### src/rtl/io_byte_link.sv
// Byte-serial pin link: frames one 32-bit memory request onto an 8-bit pin bus
// and assembles the 4-byte reply for fetch/load, returning a one-cycle response.
module io_byte_link #(
    parameter int unsigned TIMEOUT_CYCLES = 255
) (
    input  logic        clk,
    input  logic        rst,
    input  logic        req_valid,
    output logic        req_ready,
    input  logic [1:0]  req_op,
    input  logic [31:0] req_addr,
    input  logic [31:0] req_wdata,
    output logic        rsp_valid,
    output logic [31:0] rsp_data,
    output logic        rsp_err,
    output logic [7:0]  pin_out,
    output logic        pin_strobe,
    input  logic [7:0]  pin_in,
    input  logic        pin_in_valid,
    output logic        busy
);

    localparam int unsigned CNT_W = 2;
    localparam int unsigned TMO_W = 16;
    localparam logic [1:0]  OP_STORE   = 2'b10;
    localparam logic [1:0]  OP_ILLEGAL = 2'b11;
    localparam logic [TMO_W-1:0] TMO_LIMIT = TMO_W'(TIMEOUT_CYCLES);

    typedef enum logic [2:0] {
        IDLE  = 3'd0,
        HDR   = 3'd1,
        ADDR  = 3'd2,
        WDATA = 3'd3,
        RDATA = 3'd4,
        DONE  = 3'd5
    } state_t;

    state_t             state_q, state_d;
    logic [CNT_W-1:0]   cnt_q, cnt_d;
    logic [TMO_W-1:0]   tmo_q, tmo_d;
    logic [TMO_W-1:0]   tmo_inc;
    logic [1:0]         op_q, op_d;
    logic [31:0]        addr_q, addr_d;
    logic [31:0]        wdata_q, wdata_d;
    logic [31:0]        rbuf_q, rbuf_d;
    logic [4:0]         rshift;
    logic               rsp_valid_d, rsp_err_d, pin_strobe_d, busy_d;
    logic [31:0]        rsp_data_d;
    logic [7:0]         pin_out_d;

    assign req_ready = (state_q == IDLE);
    assign tmo_inc   = tmo_q + TMO_W'(1);
    assign rshift    = {cnt_q, 3'b000};

    // State register and all registered outputs
    always_ff @(posedge clk or posedge rst) begin
        if (rst) begin
            state_q    <= IDLE;
            cnt_q      <= '0;
            tmo_q      <= '0;
            op_q       <= '0;
            addr_q     <= '0;
            wdata_q    <= '0;
            rbuf_q     <= '0;
            rsp_valid  <= 1'b0;
            rsp_data   <= '0;
            rsp_err    <= 1'b0;
            pin_out    <= '0;
            pin_strobe <= 1'b0;
            busy       <= 1'b0;
        end else begin
            state_q    <= state_d;
            cnt_q      <= cnt_d;
            tmo_q      <= tmo_d;
            op_q       <= op_d;
            addr_q     <= addr_d;
            wdata_q    <= wdata_d;
            rbuf_q     <= rbuf_d;
            rsp_valid  <= rsp_valid_d;
            rsp_data   <= rsp_data_d;
            rsp_err    <= rsp_err_d;
            pin_out    <= pin_out_d;
            pin_strobe <= pin_strobe_d;
            busy       <= busy_d;
        end
    end

    // Next-state logic; pin values are computed for the state being entered
    always_comb begin
        state_d      = state_q;
        cnt_d        = cnt_q;
        tmo_d        = tmo_q;
        op_d         = op_q;
        addr_d       = addr_q;
        wdata_d      = wdata_q;
        rbuf_d       = rbuf_q;
        rsp_valid_d  = 1'b0;
        rsp_data_d   = rsp_data;
        rsp_err_d    = rsp_err;
        pin_out_d    = pin_out;
        pin_strobe_d = 1'b0;

        case (state_q)
            IDLE: begin
                if (req_valid) begin
                    op_d    = req_op;
                    addr_d  = req_addr;
                    wdata_d = req_wdata;
                    if (req_op == OP_ILLEGAL) begin
                        state_d     = DONE;
                        rsp_valid_d = 1'b1;
                        rsp_err_d   = 1'b1;
                        rsp_data_d  = '0;
                    end else begin
                        state_d      = HDR;
                        pin_out_d    = {4'hA, 2'b00, req_op};
                        pin_strobe_d = 1'b1;
                    end
                end
            end
            HDR: begin
                state_d      = ADDR;
                cnt_d        = '0;
                pin_out_d    = addr_q[7:0];
                pin_strobe_d = 1'b1;
            end
            ADDR: begin
                if (cnt_q == CNT_W'(3)) begin
                    cnt_d = '0;
                    tmo_d = '0;
                    if (op_q == OP_STORE) begin
                        state_d      = WDATA;
                        pin_out_d    = wdata_q[7:0];
                        pin_strobe_d = 1'b1;
                    end else begin
                        state_d = RDATA;
                    end
                end else begin
                    cnt_d        = cnt_q + CNT_W'(1);
                    pin_out_d    = 8'(addr_q >> {cnt_d, 3'b000});
                    pin_strobe_d = 1'b1;
                end
            end
            WDATA: begin
                if (cnt_q == CNT_W'(3)) begin
                    cnt_d       = '0;
                    state_d     = DONE;
                    rsp_valid_d = 1'b1;
                    rsp_data_d  = '0;
                    rsp_err_d   = 1'b0;
                end else begin
                    cnt_d        = cnt_q + CNT_W'(1);
                    pin_out_d    = 8'(wdata_q >> {cnt_d, 3'b000});
                    pin_strobe_d = 1'b1;
                end
            end
            RDATA: begin
                // A reply byte beats a timeout landing in the same cycle
                if (pin_in_valid) begin
                    rbuf_d = (rbuf_q & ~(32'h0000_00FF << rshift)) | (32'(pin_in) << rshift);
                    tmo_d  = '0;
                    if (cnt_q == CNT_W'(3)) begin
                        cnt_d       = '0;
                        state_d     = DONE;
                        rsp_valid_d = 1'b1;
                        rsp_data_d  = rbuf_d;
                        rsp_err_d   = 1'b0;
                    end else begin
                        cnt_d = cnt_q + CNT_W'(1);
                    end
                end else if (tmo_inc == TMO_LIMIT) begin
                    tmo_d       = '0;
                    cnt_d       = '0;
                    state_d     = DONE;
                    rsp_valid_d = 1'b1;
                    rsp_data_d  = 32'hFFFF_FFFF;
                    rsp_err_d   = 1'b1;
                end else begin
                    tmo_d = tmo_inc;
                end
            end
            DONE: begin
                state_d = IDLE;
            end
            default: begin
                state_d = IDLE;
            end
        endcase

        busy_d = (state_d != IDLE);
    end

endmodule

### config.mk
export PLATFORM = sky130hd
export DESIGN_NAME = io_byte_link
export DESIGN_NICKNAME = d
export VERILOG_FILES = /design/src/rtl/io_byte_link.sv
export SDC_FILE = /design/constraint.sdc
export NUM_CORES = 1
export LEC_CHECK = 0
export ABC_CLOCK_PERIOD_IN_PS = 7440
export CAP_MARGIN = 20
export CORE_MARGIN = 5
export CORE_UTILIZATION = 30
export CTS_CLUSTER_SIZE = 24
export DETAILED_ROUTE_END_ITERATION = 12
export GPL_ROUTABILITY_DRIVEN = 0
export PLACE_DENSITY = 0.52
export SYNTH_ARGS = -nofsm -noshare
export SYNTH_HDL_FRONTEND = slang
export SYNTH_SLANG_ARGS = --single-unit
export TNS_END_PERCENT = 30
### constraint.sdc
create_clock -name clk -period 7.44 [get_ports clk]
set_clock_uncertainty 0.15 [all_clocks]
set_input_delay 1.86 -clock clk [delete_from_list [all_inputs] [get_ports clk]]
set_output_delay 1.86 -clock clk [all_outputs]
set_load 0.005 [all_outputs]
# Word-level counts from Yosys, hierarchy flattened
# Index checks and enable logic that the tools add are counted.
# op_classes
bitwise	3
n_addsub	2
muxes	47
n_shift	4
eq_ne	17
reduce_logical	14
# op_table
operator	n
32-bit two-way mux	6
32-bit one-hot mux with 3 select lines	1
32-bit by 5-bit >> shifter with 8-bit output	2
16-bit two-way mux	3
8-bit two-way mux	5
32-bit bitwise AND	1
32-bit NOT	1
32-bit OR	1
16-bit one-hot mux with 2 select lines	1
8-bit one-hot mux with 4 select lines	1
8-bit by 5-bit << shifter with 32-bit output	1
8-bit by 5-bit << shifter with 32-bit output, first input constant	1
3-bit two-way mux	7
16-bit by 1-bit adder with 16-bit output, second input constant	1
16-bit by 8-bit equality test with 1-bit output, second input constant	1
1-bit two-way mux	15
3-bit one-hot mux with 5 select lines	1
2-bit inequality test, second input constant	5
3-bit inequality test, second input constant	3
3-bit nonzero test	3
2-bit AND reduction	4
2-bit equality test, second input constant	3
3-bit by 2-bit equality test with 1-bit output, second input constant	2
2-bit two-way mux	3
other kinds (14)	15
# totals
in_bits	78
ff_bits	163
elab_cells	100
output_inout_bits	45

# Depth between registers and ports, before layout
# Gate-level depths: netlist of run 1.
# depth
depth_word	7
depth_mapped	10
ltp_nobuf	8

# Worst setup path after synthesis of run 1
# No wires, ideal clock.
# synth_timing
path_type	input to register
from	in req_valid
to	reg rsp_data[0]
path_buffers	2
cell_stages	8
slack_ns	3.979
arrival_ns	3.186
setup_time_ns	0.125
t_required_ns	7.165
cell_sequence	and2_1 buf_2 a31oi_1 and2_1 a21oi_1 nand2_2 buf_6 mux2_4
# synth_via
elab_chain_len	2
# synth_rtl
item	line	source
from (decl)	8	input logic req_valid,
2-bit inequality test (no source line)	--	
6-bit AND reduction (no source line)	--	
to (signal assigned)	80	rsp_data <= rsp_data_d;
to (decl)	14	output logic [31:0] rsp_data,
# No other way between the ends.
# A chain may end at the register's enable or synchronous reset.

# Final worst setup path of run 1
# layout_timing
from	in pin_in_valid
to	reg rsp_data[28]
# layout_via
elab_chain_len	2
word_cells_on_any_way	5
classes_between	eq/ne: 2; mux: 2; reduce/logical: 1
# layout_rtl
item	line	source
from (decl)	19	input logic pin_in_valid,
3-bit inequality test (no source line) / 32-bit two-way mux (equally long branches)	--	
6-bit AND reduction (no source line) / 32-bit one-hot mux with 3 select lines (equally long branches)	--	
# Parallel ways exist; a longest one is shown, timed or not.

==> results, run 1 <==
- After detailed placement, the total cell area comes to 0.00945 mm2.
- The average size of a mapped cell is 11.2 um2.
- The portion of the post-synthesis area used by sequential elements is 51.2%.
- Hold is met by 338 ps.
- In this run the deepest clock path goes through 2 buffers.
- The area of the die is 0.0299 mm2.
- In this run the count of I/O pins placed on the die edge is 123.
- STA classifies the critical path startpoint as an input pin.
- The setup path with the least slack is of type input pin to flip-flop.
- For this design, the sink count on the clock tree is 163.
- Headroom to the max-slew limit came out at 37.9%.
- Yosys mapped a number of flops with a built-in enable equal to 0.
- The number of gates resized after CTS was 0.
- Using the TritonRoute via totals, the vias-per-cell ratio works out to 4.99.
- The fraction of layout cells with a size suffix above 1 is 20.2%.
- The library cells used most frequently in the layout, excluding fill and tap cells, are sky130_fd_sc_hd__dfrtp_1, sky130_fd_sc_hd__clkdlybuf4s50_1, sky130_fd_sc_hd__a21oi_1.
- The global router's overall resource usage is 13.8%.
- Setup violations remaining at the end of the flow were counted as 0.
- IR analysis of the VDD net gives a maximum drop of 158 uV.
- The number of instances in the synthesized netlist is 709.
- The cell area after synthesis is 0.00797 mm2.
- The count of cell types in the netlist is 55.
- The highest fanout seen on the critical path is 22.
- Setup repair after global routing left no endpoint under its margin.
- The category of the worst setup path capture point is a flip-flop.
- The biggest area consumer among synthesized cells is sky130_fd_sc_hd__dfrtp_1.
- The number of nets in the layout is 894.
- The share of flip-flops with an asynchronous set or reset after synthesis is 100%.
- After detailed routing, the average wire length per cell comes to 17.8 um.
- The number of I/O port buffers is 122.
- The total inserted antenna cells is 0.
- The critical path data required time is 7600 ps.
- Power spread over the standard cell area amounts to 429 mW/mm2.
- After floorplanning, the core was sized to cover 0.0261 mm2.
- The sum of overflow across all layers after global routing is 0.
- The number of detailed-route iterations in the first pass is 5.
- The global-route wire length before repair is 33300 um.
- The effective utilization at floorplan is 30.5%.
- The slew of the pin with the lowest slew margin is 931 ps.
- The flow ran to the end, and the final reports show no timing, DRC or antenna violations.
- The min-delay analysis places its worst path in the category flip-flop to flip-flop.
- The number of buffers inserted for hold repair after clock tree synthesis is 0.
- The number of storage elements in the synthesis netlist is 163.
- The count of nets left with antenna violations once routing finished came out at 0.
- The power consumption is 0.00434 W.
- The detailed placer's ending HPWL is 14100 um.
- The number of buffers inserted to repair setup after CTS is 0.
- The number of max-slew violations in the final report is 0.
- Leaving out fill and tap cells, the most frequent cell in the layout is sky130_fd_sc_hd__dfrtp_1.
- The number of buffers added by the clock tree synthesis step is 17.
- The residual DRC count is 0.
- The die is 173 um tall.
- The final wirelength is 20600 um.
- Data on the critical path arrives at its endpoint at 4440 ps.
- The leakage power figure is 4.21 nW.
- The H-tree was split into 4 levels.
- The count of max-cap constraint violations is 0.
- The peak clock frequency supported by timing is 234 MHz.
- When the netlist entered floorplanning its net count stood at 793.
- The layout overhead on the synthesized area is 26.9%.
- The final period demand of the worst path is 4280 ps.
- TritonCTS built the clock tree.
- The share of synthesized area in the top cell type comes to 51.2%.
- The die boundary width is 173 um.
- The number of global-route vias before repair is 5780.
- The number of hold violations in the final report is 0.
- The violation count after the first detailed-routing iteration is 310.
- The tree is rooted in a sky130_fd_sc_hd__clkbuf_16.
- For this run, the number of Yosys warnings is 0.
- The post-route setup TNS is 0 ps.
- The final non-filler cell area is 0.0101 mm2.
- Detailed routing inserted a total of 5778 vias.
- The clock reaches the later pin of the worst-skew pair after 430 ps.
- Clock-pin slew was measured on the worst setup and hold paths at 70 ps.
- In the post-synthesis netlist, the biggest area contributors are sky130_fd_sc_hd__dfrtp_1, sky130_fd_sc_hd__mux2_2, sky130_fd_sc_hd__a21oi_1.
- The pin count of the biggest net entering global routing is 72.
- The initial antenna violation count is 3.
- The most frequently used flop master after synthesis is sky130_fd_sc_hd__dfrtp_1.
- The initialized floorplan defines 59 standard-cell rows.
- Dividing the final minimum period by the clock period gives 57.5%.
-- cell type report --
type                       instances  area (um2)
fill                            2566       16000
sequential                       163        4080
multi-input combinational        486        3630
timing repair buffer             131        1330
clock buffer                      17         425
tap                              335         419
clock inverter                    15         188
inverter                          11        46.3
-- critical path, cell delays in order --
cell and delay, ps:
sky130_fd_sc_hd__clkdlybuf4s50_1 870, sky130_fd_sc_hd__nor2_1 130, sky130_fd_sc_hd__o21ai_2 350, sky130_fd_sc_hd__nand2_2 570, sky130_fd_sc_hd__buf_16 340, sky130_fd_sc_hd__mux2_4 300
-- report_power, final --
group | switching [W] | total, W | leakage (nW) | internal (W)
Clock | 0.000436 | 0.000892 | 0.296 | 0.000456
Combinational | 0.000849 | 0.00186 | 1.90 | 0.00102
Sequential | 0.000289 | 0.00158 | 2.01 | 0.00129
-- per-layer routing --
| metal | vias up | wire length (um) | part of all wire (%) | global-route usage (%) |
|---|---|---|---|---|
| met3 | 13 | 1390 | 6.7 | 4.93 |
| met4 | 6 | 136 | 0.66 | 2.89 |
| met5 | - | 41 | 0.20 | 0 |
| met1 | 2884 | 9240 | 45 | 17.9 |
| li1 | 2762 | - | - | - |
| met2 | 113 | 9830 | 48 | 22.4 |
-- cells by family after synthesis --
family / count (synthesis) / synth area share (%)
multiplexers: 119 / 20.3
flip-flops: 163 / 51.2
XOR/XNOR: 2 / 0.220
adder cells (fa/ha/maj): 6 / 0.941
AND/OR/NAND/NOR: 182 / 11.3
buffers and inverters: 60 / 3.34
AO/OA/AOI/OAI: 177 / 12.7
-- flip-flops by register name (all words and copies together) (netlist names) --
register / cells
pin_strobe: 1
wdata_q: 32
state_q: 3
rbuf_q: 32
tmo_q: 16
pin_out: 8
rsp_data: 32
rsp_err: 1
op_q: 2
cnt_q: 2
rsp_valid: 1
addr_q: 32
busy: 1
-- final timing paths --
check	endpoint	slack, ps	depth (start not counted)	start
setup reg to reg	rsp_data[28]	3230	9	tmo_q[0]
min in group asynchronous	state_q[2]	1680	2	rst
setup / recovery	rsp_data[28]	3160	6	pin_in_valid
hold / removal	pin_out[4]	340	2	pin_out[4]
hold reg to reg	pin_out[4]	340	2	pin_out[4]
max in group asynchronous	rbuf_q[31]	4190	3	rst
-- cells in the mapped netlist (all sizes together) (6+ instances only) --
cell	n
buf	17
nand3	7
ha	6
nor2b	26
o21ai	27
nor3	8
nor2	58
clkbuf	32
a22oi	15
nand2	44
mux2i	6
mux2	97
nor4	7
a21oi	109
mux4	16
inv	10
nand4	7
dfrtp	163
-- per-stage QoR --
step	setup WS, ps	util [%]	instances
after global routing	2860	38.7	1158
after detailed placement	2500	36.2	1124
final	3160	38.7	1158
after global placement	2590	36.2	1124
after floorplan	1030	-	709
after CTS	2960	38.5	1156
Note: power is estimated with default switching activity, not from simulation.
==> run 2: changes to the inputs <==
--- a/config.mk
+++ b/config.mk
@@ -5,14 +5,14 @@
 export SDC_FILE = /design/constraint.sdc
 export NUM_CORES = 1
 export LEC_CHECK = 0
-export ABC_CLOCK_PERIOD_IN_PS = 7440
+export ABC_CLOCK_PERIOD_IN_PS = 3800
 export CAP_MARGIN = 20
 export CORE_MARGIN = 5
 export CORE_UTILIZATION = 30
 export CTS_CLUSTER_SIZE = 24
 export DETAILED_ROUTE_END_ITERATION = 12
 export GPL_ROUTABILITY_DRIVEN = 0
-export PLACE_DENSITY = 0.52
+export PLACE_DENSITY = 0.53
 export SYNTH_ARGS = -nofsm -noshare
 export SYNTH_HDL_FRONTEND = slang
 export SYNTH_SLANG_ARGS = --single-unit
==> constraint.sdc (replaced) <==
create_clock -name clk -period 3.8 [get_ports clk]
set_clock_uncertainty 0.15 [all_clocks]
set_input_delay 0.95 -clock clk [delete_from_list [all_inputs] [get_ports clk]]
set_output_delay 0.95 -clock clk [all_outputs]
set_load 0.005 [all_outputs]
==> run 2 against run 1 <==
Effect of this change:
- sequential cell count stayed put
- die area stayed put
- register-to-register slack worse by 2700 ps
- non-clock buffer count is 5 higher
- critical path depth is 3 higher
- sequential share of layout area is 0.055 points lower
- design area is 0.14% higher
- power is 98% higher
- global-route usage is 0.078 points higher
- final cell count is 0.52% higher
- utilization is 0.053 points higher
- clock-buffer cell count is 1 higher
- largest power group unchanged
==> results, run 2 (same netlist as run 1, synthesis figures left out) <==
- The post-route non-filler standard cell count is 1164.
- The library cells used most frequently in the layout, excluding fill and tap cells, are sky130_fd_sc_hd__dfrtp_1, sky130_fd_sc_hd__clkdlybuf4s50_1, sky130_fd_sc_hd__a21oi_1.
- The initial utilization of the core area, before any placement, comes to 30.5%.
- The worst hold margin is 355 ps.
- The post-route setup TNS is 0 ps.
- The area of the die is 0.0299 mm2.
- The detailed placer's ending HPWL is 14100 um.
- The leakage power figure is 4.22 nW.
- Dividing the final minimum period by the clock period gives 86.9%.
- Setup repair after global routing left no endpoint under its margin.
- The critical path data required time is 3950 ps.
- Derived from the worst setup path, the maximum achievable clock frequency is 303 MHz.
- The die is 173 um wide.
- At the pin with the least slew margin, the transition time is 898 ps.
- The initial antenna violation count is 1.
- Once placement completed, the tool counted placed cells totaling 1131.
- The longest clock path from root to sink contains 2 buffers.
- The number of buffers inserted for hold repair after clock tree synthesis is 0.
- STA classifies the critical path endpoint as a flip-flop.
- The global-route wire length before repair is 33600 um.
- The run finished with clean final reports.
- The layout overhead on the synthesized area is 27.1%.
- In this run the remaining antenna-violating nets after routing total 0.
- The final wirelength is 20700 um.
- Buffers inserted during clock tree synthesis total 17.
- The footprint of the flip-flops and latches is 0.00408 mm2.
- The min-delay analysis places its worst path in the category flip-flop to flip-flop.
- The number of global-route vias before repair is 5901.
- The max-slew headroom at the worst pin is 40.1%.
- In the routed design, unresolved DRC markers number 0.
- The fraction of layout cells with a size suffix above 1 is 20.5%.
- The floorplan has 59 rows.
- The pre-CTS setup slack is 358 ps.
- The detail-routed via count per cell is 5.00.
- The height of the die is 173 um.
- The number of cells upsized or downsized after cts is 0.
- Buffers added to address setup during post-CTS repair amount to 0.
- The register clock-pin slew on the reported worst setup and hold paths is 70 ps.
- The filler cells instantiated in the layout total 2608.
- STA classifies the critical path startpoint as a flip-flop.
- The final layout contains 899 nets.
- The clock latency on the worst-skew pair is 420 ps.
- The number of placed I/O pins is 123.
- The TritonCTS clock tree is yes.
- Summing all multi-input logic gate instances after layout gives 0.00363 mm2.
- After detailed routing, the average wire length per cell comes to 17.8 um.
- Max-cap violations in this run came to 0.
- The number of endpoints failing setup at the final stage is 0.
- The number of hold violations in the final report came to 0.
- The most common cell after layout, fill and taps aside is sky130_fd_sc_hd__dfrtp_1.
- During placement, the flow inserted port buffers numbering 122.
- The H-tree was split into 4 levels.
- The worst setup path is of the flip-flop to flip-flop kind.
- After global routing the overflow that remains totals 0.
- The power per standard cell area is 847 mW/mm2.
- The pin count of the biggest net entering global routing is 135.
- Global routing used 13.9% of the available tracks across all layers.
- The violation count after the first detailed-routing iteration is 336.
- The master cell of the clock root buffer is sky130_fd_sc_hd__clkbuf_16.
- The smallest setup slack after layout is 498 ps.
- For the finished layout, the period the worst path requires is 3300 ps.
- The number of detailed-route iterations in the first pass is 5.
- The number of max-slew violations in the final report is 0.
- The clock drives 163 sinks.
- The via total after detailed routing is 5825.
- After floorplanning, the core was sized to cover 0.0261 mm2.
- The highest fanout seen on the critical path is 33.
- At the worst endpoint, the arrival time is 3460 ps.
- The worst voltage drop across the vdd grid is 303 uV.
- The power consumption is 0.00858 W.
==> run 2: cell types whose count changed in the layout (fill, tap and decap cells not counted), sizes merged <==
cell      change
clkinvlp      +2
inv           +1
diode         +1
bufinv        +3
buf           +5
clkinv        -7
clkbuf        +1
==> run 2: per-layer routing <==
metal  part of all wire [%]  vias to the layer above  GRT usage [%]
li1                       -                     2761              -
met1                     46                     2930           19.2
met2                     47                      121           21.5
met3                    6.1                       11           4.52
met4                   0.72                        2           2.86
met5                  0.063                        -              0
==> run 2: cell type report <==
class,count,share of cell area [%]
sequential,163,40.3
multi-input combinational,486,35.8
timing repair buffer,136,13.2
clock buffer,18,4.24
tap,335,4.14
clock inverter,14,1.84
inverter,11,0.445
antenna,1,0.0247
==> run 2: worst max-delay path, stage by stage (launching register included) <==
cell                        delay (ps)
sky130_fd_sc_hd__dfrtp_1           470
sky130_fd_sc_hd__ha_1              390
sky130_fd_sc_hd__nand4_1           230
sky130_fd_sc_hd__nor4_1            560
sky130_fd_sc_hd__xnor2_1           150
sky130_fd_sc_hd__o2111ai_2         160
sky130_fd_sc_hd__o21ai_2           100
sky130_fd_sc_hd__nand2_2            70
sky130_fd_sc_hd__buf_4             500
sky130_fd_sc_hd__mux2_2            400
==> run 2: final timing paths <==
path | start | endpoint | slack [ps] | cells after the start
worst max-delay path | tmo_q[1] | rsp_data[18] | 500 | 9
worst min-delay path | wdata_q[27] | wdata_q[27] | 350 | 1
worst max register to register | tmo_q[1] | rsp_data[18] | 500 | 9
worst min register to register | wdata_q[27] | wdata_q[27] | 350 | 1
max in group asynchronous | rst | rsp_valid | 1980 | 3
min in group asynchronous | rst | addr_q[15] | 840 | 3
==> run 2: where the power goes <==
part / total (W) / leakage [nW] / switching (W) / internal [W]
clock: 0.00184 / 0.301 / 0.000786 / 0.00106
combinational: 0.00365 / 1.91 / 0.00167 / 0.00198
sequential: 0.00309 / 2.01 / 0.000558 / 0.00253
total: 0.00858 / 4.22 / 0.00301 / 0.00556
==> run 2: stage by stage <==
step | utilization [%] | area (um2)
2_1_floorplan | - | 7980
3_3_place_gp | 36.4 | 9510
3_5_place_dp | 36.4 | 9510
4_1_cts | 38.8 | 10100
5_1_grt | 38.8 | 10100
6_report | 38.8 | 10100
